`src/rtl/alu_exec_unit.sv`:
```
// rtl/alu_exec_unit.sv - EX-stage ALU with control decode, handshakes and iterative shift-add multiplier
module alu_exec_unit #(
    parameter int XLEN    = 32,
    parameter int MUL_EN  = 1,
    parameter int SHAMT_W = $clog2(XLEN)
) (
    input  logic            clk,
    input  logic            rst_n,
    input  logic            in_valid,
    output logic            in_ready,
    input  logic [1:0]      alu_op,
    input  logic [2:0]      funct3,
    input  logic            funct7_5,
    input  logic            funct7_0,
    input  logic [XLEN-1:0] op_a,
    input  logic [XLEN-1:0] op_b,
    output logic            out_valid,
    input  logic            out_ready,
    output logic [XLEN-1:0] result,
    output logic            zero,
    output logic            illegal,
    output logic            busy
);

    typedef enum logic {
        ST_IDLE = 1'b0,
        ST_MUL  = 1'b1
    } state_e;

    localparam logic [SHAMT_W-1:0] CNT_LAST = SHAMT_W'(XLEN - 1);

    state_e             state_q, state_d;
    logic               out_valid_q, out_valid_d;
    logic [XLEN-1:0]    result_q, result_d;
    logic               zero_q, zero_d;
    logic               illegal_q, illegal_d;
    logic [XLEN-1:0]    acc_q, acc_d;
    logic [XLEN-1:0]    mcand_q, mcand_d;
    logic [XLEN-1:0]    mplier_q, mplier_d;
    logic [SHAMT_W-1:0] cnt_q, cnt_d;

    logic [XLEN-1:0]    dec_result;
    logic               dec_illegal;
    logic               dec_mul;
    logic [SHAMT_W-1:0] shamt;
    logic               accept;
    logic [XLEN-1:0]    acc_step;

    assign shamt     = op_b[SHAMT_W-1:0];
    assign in_ready  = (state_q == ST_IDLE) && (!out_valid_q || out_ready);
    assign accept    = in_valid && in_ready;
    assign acc_step  = acc_q + (mplier_q[0] ? mcand_q : '0);

    assign out_valid = out_valid_q;
    assign result    = result_q;
    assign zero      = zero_q;
    assign illegal   = illegal_q;
    assign busy      = (state_q == ST_MUL);

    // Decode the control fields and compute every single-cycle result; MUL only raises dec_mul
    always_comb begin
        dec_result  = '0;
        dec_illegal = 1'b0;
        dec_mul     = 1'b0;
        case (alu_op)
            2'b00: dec_result = op_a + op_b;
            2'b01: dec_result = op_a - op_b;
            2'b10: begin
                if (!funct7_0) begin
                    case (funct3)
                        3'b000: dec_result = funct7_5 ? (op_a - op_b) : (op_a + op_b);
                        3'b111: dec_result = op_a & op_b;
                        3'b110: dec_result = op_a | op_b;
                        3'b100: dec_result = op_a ^ op_b;
                        3'b001: dec_result = op_a << shamt;
                        3'b101: dec_result = funct7_5 ? XLEN'($signed(op_a) >>> shamt)
                                                      : (op_a >> shamt);
                        3'b010: dec_result = XLEN'($signed(op_a) < $signed(op_b));
                        3'b011: dec_result = XLEN'(op_a < op_b);
                        default: dec_illegal = 1'b1;
                    endcase
                end else if ((funct3 == 3'b000) && (MUL_EN != 0)) begin
                    dec_mul = 1'b1;
                end else begin
                    dec_illegal = 1'b1;
                end
            end
            default: begin
                if (funct3 == 3'b000) begin
                    dec_result = op_a << 1;
                end else begin
                    dec_illegal = 1'b1;
                end
            end
        endcase
    end

    // Next-state: accept/retire in IDLE, one shift-add step per cycle in MUL
    always_comb begin
        state_d     = state_q;
        out_valid_d = out_valid_q;
        result_d    = result_q;
        zero_d      = zero_q;
        illegal_d   = illegal_q;
        acc_d       = acc_q;
        mcand_d     = mcand_q;
        mplier_d    = mplier_q;
        cnt_d       = cnt_q;
        case (state_q)
            ST_IDLE: begin
                if (out_valid_q && out_ready) begin
                    out_valid_d = 1'b0;
                end
                if (accept) begin
                    if (dec_mul) begin
                        acc_d    = '0;
                        mcand_d  = op_a;
                        mplier_d = op_b;
                        cnt_d    = '0;
                        state_d  = ST_MUL;
                    end else begin
                        result_d    = dec_result;
                        zero_d      = (dec_result == '0);
                        illegal_d   = dec_illegal;
                        out_valid_d = 1'b1;
                    end
                end
            end
            ST_MUL: begin
                acc_d    = acc_step;
                mcand_d  = mcand_q << 1;
                mplier_d = mplier_q >> 1;
                cnt_d    = cnt_q + 1'b1;
                // Last step folds directly into the result so latency is exactly XLEN
                if (cnt_q == CNT_LAST) begin
                    result_d    = acc_step;
                    zero_d      = (acc_step == '0);
                    illegal_d   = 1'b0;
                    out_valid_d = 1'b1;
                    state_d     = ST_IDLE;
                end
            end
            default: state_d = ST_IDLE;
        endcase
    end

    // State and datapath registers; reset abandons any multiply in flight
    always_ff @(posedge clk or negedge rst_n) begin
        if (!rst_n) begin
            state_q     <= ST_IDLE;
            out_valid_q <= 1'b0;
            result_q    <= '0;
            zero_q      <= 1'b0;
            illegal_q   <= 1'b0;
            acc_q       <= '0;
            mcand_q     <= '0;
            mplier_q    <= '0;
            cnt_q       <= '0;
        end else begin
            state_q     <= state_d;
            out_valid_q <= out_valid_d;
            result_q    <= result_d;
            zero_q      <= zero_d;
            illegal_q   <= illegal_d;
            acc_q       <= acc_d;
            mcand_q     <= mcand_d;
            mplier_q    <= mplier_d;
            cnt_q       <= cnt_d;
        end
    end

endmodule

```
`config.mk`:
```
export PLATFORM = sky130hd
export DESIGN_NAME = alu_exec_unit
export DESIGN_NICKNAME = d
export VERILOG_FILES = /design/src/rtl/alu_exec_unit.sv
export SDC_FILE = /design/constraint.sdc
export NUM_CORES = 1
export LEC_CHECK = 0
export BUFFER_PORTS_ARGS = -buffer_cell sky130_fd_sc_hd__buf_2
export CAP_MARGIN = 15
export CORE_MARGIN = 1
export CORE_UTILIZATION = 30
export DETAILED_ROUTE_END_ITERATION = 8
export PLACE_DENSITY_LB_ADDON = 0.1
export SLEW_MARGIN = 0
export SYNTH_ARGS = -nofsm -noshare
export SYNTH_HDL_FRONTEND = slang
export SYNTH_SLANG_ARGS = --single-unit
```
`constraint.sdc`:
```
create_clock -name clk -period 9.7 [get_ports clk]
set_input_delay 1.94 -clock clk [delete_from_list [all_inputs] [get_ports clk]]
set_output_delay 1.94 -clock clk [all_outputs]
set_load 0.1 [all_outputs]
```
==> results of run 1 <==
[routing by layer]
metal / vias up / routed length [um] / share of wire [%]
met5: - / 8 / 0.0079
met4: 2 / 5810 / 5.7
met3: 224 / 8900 / 8.7
met2: 1143 / 42700 / 42
met1: 10400 / 44400 / 44
li1: 9158 / - / -
[area by class of cell]
cell class / count / area share [%]
Clock inverter: 14 / 0.796
Timing Repair Buffer: 156 / 4.39
Sequential cell: 137 / 16.6
Inverter: 110 / 2.02
Multi-Input combinational cell: 2033 / 69.0
Tap cell: 837 / 5.08
Antenna cell: 1 / 0.0121
Clock buffer: 18 / 2.08
[final timing paths]
| check | from | end | slack (ns) | cells after the start |
|---|---|---|---|---|
| worst max-delay path | op_b[0] | zero$_DFFE_PN0P_ | 2.89 | 14 |
| worst min-delay path | result[1]$_DFFE_PN0P_ | result[1]$_DFFE_PN0P_ | 0.48 | 1 |
| worst max register to register | mplier_q[0]$_DFFE_PN0P_ | zero$_DFFE_PN0P_ | 5.00 | 16 |
| worst min register to register | result[1]$_DFFE_PN0P_ | result[1]$_DFFE_PN0P_ | 0.48 | 1 |
| max in group asynchronous | rst_n | mplier_q[8]$_DFFE_PN0P_ | 6.84 | 2 |
| min in group asynchronous | rst_n | acc_q[25]$_DFFE_PN0P_ | 1.56 | 1 |
[per-stage QoR]
stage / hold slack, ns / cells
final: 0.482 / 3306
after global routing: 0.505 / 3305
after CTS: 0.484 / 3305
after detailed placement: 0.467 / 3273
after global placement: 0.473 / 3271
after floorplan: 0.453 / 2492
[flip-flops by register name, summed over array words and instances (netlist names)]
register and cells:
result 32, acc_q 32, illegal 1, cnt_q 5, busy 1, out_valid 1, mcand_q 32, zero 1
mplier_q 32
[synth_stat cells (all sizes together), types with 7 or more instances]
| cell type | instances | share of area [%] |
|---|---|---|
| or3 | 17 | 0.56 |
| o21ai | 193 | 5.1 |
| mux2 | 23 | 1.4 |
| a21o | 31 | 1.2 |
| mux2i | 58 | 3.1 |
| o221ai | 15 | 0.70 |
| clkbuf | 162 | 3.2 |
| xor2 | 22 | 1.0 |
| o22ai | 87 | 2.9 |
| nor2b | 19 | 0.63 |
| a32oi | 7 | 0.33 |
| mux4 | 76 | 9.1 |
| nor2 | 317 | 6.3 |
| or2 | 10 | 0.33 |
| o311ai | 8 | 0.37 |
| nand2 | 213 | 4.2 |
| a31oi | 25 | 0.83 |
| nor3 | 45 | 1.2 |
| inv | 106 | 2.1 |
| a2111oi | 8 | 0.40 |
| nand4 | 29 | 0.96 |
| nand2b | 22 | 0.73 |
| o31ai | 14 | 0.56 |
| a221oi | 19 | 0.88 |
| o21a | 11 | 0.44 |
| or4 | 11 | 0.44 |
| a221o | 10 | 0.53 |
| ha | 130 | 8.6 |
| a211oi | 37 | 1.5 |
| o21bai | 16 | 0.64 |
| a21oi | 200 | 5.3 |
| buf | 50 | 1.4 |
| a22o | 19 | 0.88 |
| nand3 | 54 | 1.4 |
| and3 | 17 | 0.56 |
| a311oi | 8 | 0.37 |
| a22oi | 13 | 0.52 |
| nor4 | 18 | 0.66 |
| dfrtp | 137 | 18 |
| and2 | 44 | 1.5 |
| xnor2 | 52 | 2.4 |
| o211ai | 40 | 1.6 |
| a211o | 10 | 0.46 |
[kinds of logic after synthesis]
| logic type | after synthesis |
|---|---|
| compound gates | 825 |
| xor+xnor | 74 |
| fa+ha+maj | 133 |
| buf+inv | 322 |
| flops | 137 |
| mux | 157 |
| simple gates | 844 |
[critical path, cell delays in order]
cell       delay, ns
buf_6           0.47
buf_4           0.78
mux4_1          0.72
a21oi_1         0.23
o211ai_1        0.16
o2111ai_1       0.29
o211ai_1        0.45
nor4_1          0.81
nand4_1         0.20
nor4_2          0.24
nand4_1         0.26
nor4_2          0.33
nand4b_1        0.13
o21ai_1         0.15
[report_power, final]
| part | leakage, nW | switching [mW] | internal, mW | total [mW] |
|---|---|---|---|---|
| combinational | 6.51 | 2.50 | 1.09 | 3.59 |
| clock | 0.286 | 0.315 | 0.385 | 0.700 |
| sequential | 1.53 | 0.183 | 0.812 | 0.995 |
| total | 8.33 | 2.99 | 2.29 | 5.28 |
==> results.md, run 1 <==
* Critical path launch point type: input pin
* Initial antenna violation count at 7
* EDFF count, synth at 0
* # clock sinks at 137
* Multi-input logic area at 14200 sq um
* Via/cell ratio at approximately 6.3
* Max-cap viol count at 0
* Syn Nets at 2700
* GRT Residual Overflow at 0
* Main combinational cell family by area after synthesis: compound AO/OA/AOI/OAI gates
* Hold Fails Final Rpt at 0
* CTS H-tree depth at 4
* Reg area at 3430 sq um
* Clk pin slew, worst setup/hold paths at approximately 0.070 ns
* Outcome: completed
* Compound-Gate Fraction of Synth Area at between 20% and 30%
* Mean Syn Cell Area at approximately 7.6 sq um
* DRT Pass-1 Iters at 8
* Worst-Skew Late Latency at 0.50 ns
* Sequential-to-total area share from yosys stat at 18.2%
* CP Capture Type: flop
* Arrival time at the worst endpoint at 7.21 ns
* Final setup fails at 0
* RSZ-0062 raised after global routing: false
* Routed Antenna Nets at 0
* Maximum fanout along the worst path at 52
* LEAKAGE at 8.33 nW
* Final setup TNS at 0 ns
* Via Count at 21000
* First-pass GRT wire length at 147000 um
* Proportion of synthesized area in mux cells at 13.6%
* Commonest non-fill, non-tap cell in the layout: nor2_1
* Yosys synthesis warning count at 0
* Area share of and/or/nand/nor cells after synthesis at 20.8%
* Worst slew pin tran at 1.26 ns
* GRT met2 Usage at 46.2%
* Crit Path Category: input pin to flop
* Final period utilization at 70.2%
* CTS tree: yes
* Layout cells sized above 1 at 13.0%
* Final nets at 2663
* Vias in the first global route at ~20000
* Final GP Congestion at 1.02
* Skew final at 0.0268 ns
* DP Wirelength at 75500 um
* # Post-CTS Setup Buffers at 0
* XOR/XNOR share of the synthesized area at 3.44%
* Pwr/cell area at 257 nW/um^2
* Mapped Cells at 2492
* Setup WS pre-CTS at about 2.6 ns
* Clock Tree Buf Depth at 2
* Relative slew margins at approximately 16%
* Die Area at 63900 sq um
* DR DRC count at 0
* Placed Area at ~20000 sq um
* CTS root buf: clkbuf_16
* Min-Delay Path Class: flop to flop
* FMAX at 0.147 GHz
* Unique masters post-synth at 89
* Fin area at 20600 sq um
* Max-slew violation count at 0
* Hold-fix buffers at CTS at 0
* Met3 GRT Util at 6.15%
* Most used DFF post-synth: dfrtp_1
* Final Worst Setup Slack at 2.89 ns
* Largest net degree at the start of global routing at between 90 and 100
* Pwr Total at 5.28 mW
* Core Util, Final at 33.3%
* Detailed Route WL at 102000 um
* Post-synth design cell area at 18900 sq um
* Die height at 253 um
* Commonest non-fill, non-tap cells in the layout: nor2_1, nand2_1, a21oi_1, o21ai_0, dfrtp_1
* Post-Synth Adder-Cell Area at 8.94%
* Starting DRT DRC Count at 2624
* Tmin final at 6.81 ns
* Core Footprint at roughly 62000 sq um
* Worst EP required at 10.10 ns
* Resized Gates After CTS at 0
* Register bit total from synthesis at 137
* Initial core utilization at ~30%
* Wirelength per Cell at approximately 30 um
* IO Count at 112
* Post-synthesis async set-or-reset flop share at 100%
* Max VDD drop at around 0.20 mV
* Synth-to-Final Area Change at 9.20%
* Core Rows at 91
* GR peak layer: met2
* TritonCTS Buffers at 17
* # port buffers at 111
* Horiz. Die Dim at 253 um
* Fillers at 6693
* Tot GR Track Use at 31.8%
* Met1 Use GR at between 40% and 50%
(Power assumes the default switching activity.)
==> run 2: changes to the inputs <==
- clock period: 9.7 -> 5.5 ns (I/O delays scaled with it)
==> results.md, run 2 (synthesis results as in run 1) <==
* TritonCTS Buffers at 17
* Max-cap viol count at 0
* Min-Delay Path Class: flop to flop
* Net Switching at 5.27 mW
* Relative slew margins at a little under a quarter
* Detailed Route WL at 109000 um
* Worst slew pin tran at 1.15 ns
* Slowest stage delay, CP at 0.54 ns
* Arrival time at the worst endpoint at 5.47 ns
* # clock sinks at approximately 140
* Initial core utilization at between 30% and 40%
* FMAX at 0.198 GHz
* Crit path cell chain: buf_2, inv_1, ha_1, a21oi_1, o21ai_0, a211o_1, o211ai_1, a211oi_1, o221ai_1, o21ai_0, xor2_1, a221oi_1, or3b_2, o21ai_1
* CTS tree: yes
* # port buffers at ~110
* Horiz. Die Dim at 253 um
* IO Count at 112
* Core Util, Final at 35.9%
* WHS Path Cells at 1
* Routed Antenna Nets at 0
* Tmin final at 5.04 ns
* Reg power frac at 18.0%
* Vias in the first global route at ~21000
* Largest net degree at the start of global routing at 77
* Clock network fraction of total power at 12.9%
* Core Footprint at 61900 sq um
* Via/cell ratio at 6.22
* Worst EP required at 5.93 ns
* RSZ-0062 raised after global routing: false
* Final nets at between 2000 and 3000
* CTS H-tree depth at 4
* Crit path top cell by count: o21ai_0
* Initial antenna violation count at 6
* Gate power share at around 69%
* Max-slew violation count at 0
* Crit Path Category: input pin to flop
* Die Area at 63900 sq um
* CP Capture Type: flop
* Critical path launch point type: input pin
* Via Count at ~22000
* GRT Residual Overflow at 0
* Synth-to-Final Area Change at 17.9%
* Layout cells sized above 1 at 19.5%
* Final period utilization at 91.7%
* Skew final at 0.0248 ns
* Max VDD drop at 0.293 mV
* CP Depth at 14
* R2r setup slk at 0.63 ns
* Resized Gates After CTS at 0
* R2R Path End: zero$_DFFE_PN0P_
* Slowest-stage cell, CP: o211ai_1
* Hold Fails Final Rpt at 0
* Final GP Congestion at around 0.99
* First-pass GRT wire length at about 160000 um
* CTS root buf: clkbuf_16
* Commonest non-fill, non-tap cells in the layout: nor2_1, buf_4, nand2_1, a21oi_1, o21ai_0
* Fillers at 6676
* Clock Tree Buf Depth at 2
* Core Rows at 91
* Outcome: completed
* Buf+Inv Stages, Crit Path at 2
* Delay-heaviest family, CP: compound AO/OA/AOI/OAI gates
* Tot GR Track Use at 34.1%
* Clk pin slew, worst setup/hold paths at 0.08 ns
* DP Wirelength at approximately 86000 um
* Worst-Skew Late Latency at 0.50 ns
* Hold-fix buffers at CTS at 0
* Starting DRT DRC Count at 2678
* Final setup fails at 0
* Worst reg-to-reg path cell count at 15
* Final setup TNS at 0 ns
* Wirelength per Cell at 31.1 um
* Power Internal at 4.28 mW
* Commonest non-fill, non-tap cell in the layout: nor2_1
* Maximum fanout along the worst path at 12
* Switching share of power at 55.2%
* # Post-CTS Setup Buffers at 0
* DR DRC count at 0
* Die height at 253 um
* FF-to-FF Start: mplier_q[0]$_DFFE_PN0P_
* CP Launch Point: op_a[14]
* DRT Pass-1 Iters at 8
* LEAKAGE at between 9 and 10 nW
* Worst setup endpoint: zero$_DFFE_PN0P_
* Pwr/cell area at about 430 nW/um^2
## run 2: cell count changes in the layout (fill, tap and decap cells not counted), sizes merged
cell	previous run	this run
buf	156	353
bufinv	2	1
clkbuf	18	19
clkinv	8	9
inv	112	111
## run 2: layer usage
| layer | up-vias | wire (um) | GRT usage, % |
|---|---|---|---|
| li1 | 9558 | - | - |
| met3 | 215 | 9670 | 7.32 |
| met1 | 10900 | 48700 | 47.8 |
| met4 | 4 | 5250 | 15.4 |
| met2 | 1162 | 45400 | 49.5 |
| met5 | - | 21 | 0 |
## run 2: final cells by class
class                           instances  area, sq um  share of cell area, %
Multi-Input combinational cell       2033        14200                   63.9
Sequential cell                       137         3430                   15.4
Timing Repair Buffer                  353         2550                   11.5
Tap cell                              837         1050                   4.71
Clock buffer                           19          443                   1.99
Inverter                              110          415                   1.87
Clock inverter                         13          134                  0.602
Antenna cell                            1         2.50                 0.0113
## run 2: worst min-delay path by stage
stage                          start               endpoint  slack [ns]
6_report       result[9]$_DFFE_PN0P_  result[9]$_DFFE_PN0P_        0.49
2_1_floorplan  acc_q[29]$_DFFE_PN0P_  acc_q[29]$_DFFE_PN0P_        0.45
3_5_place_dp   result[9]$_DFFE_PN0P_  result[9]$_DFFE_PN0P_        0.48
3_3_place_gp   acc_q[17]$_DFFE_PN0P_  acc_q[17]$_DFFE_PN0P_        0.47
5_1_grt        result[9]$_DFFE_PN0P_  result[9]$_DFFE_PN0P_        0.51
4_1_cts        result[9]$_DFFE_PN0P_  result[9]$_DFFE_PN0P_        0.49
## run 2: per-stage QoR
step / power (mW) / hold slack [ns] / setup slack, ns / area [sq um] / cells
after floorplan: 6.03 / 0.453 / 0.0111 / 18900 / 2492
after global placement: 8.19 / 0.474 / -0.0604 / 21700 / 3470
after detailed placement: 8.21 / 0.477 / 0.0830 / 21700 / 3470
after CTS: 9.50 / 0.493 / 0.593 / 22200 / 3502
after global routing: 10.2 / 0.515 / 0.246 / 22200 / 3502
final: 9.55 / 0.486 / 0.458 / 22200 / 3503
## run 2: power groups by stage
stage | clock (mW) | sequential (mW) | combinational [mW]
6_report | 1.23 | 1.72 | 6.60
3_3_place_gp | 0 | 1.73 | 6.46
4_1_cts | 1.27 | 1.73 | 6.50
3_5_place_dp | 0 | 1.74 | 6.47
2_1_floorplan | 0 | 2.46 | 3.57
5_1_grt | 1.29 | 1.78 | 7.08
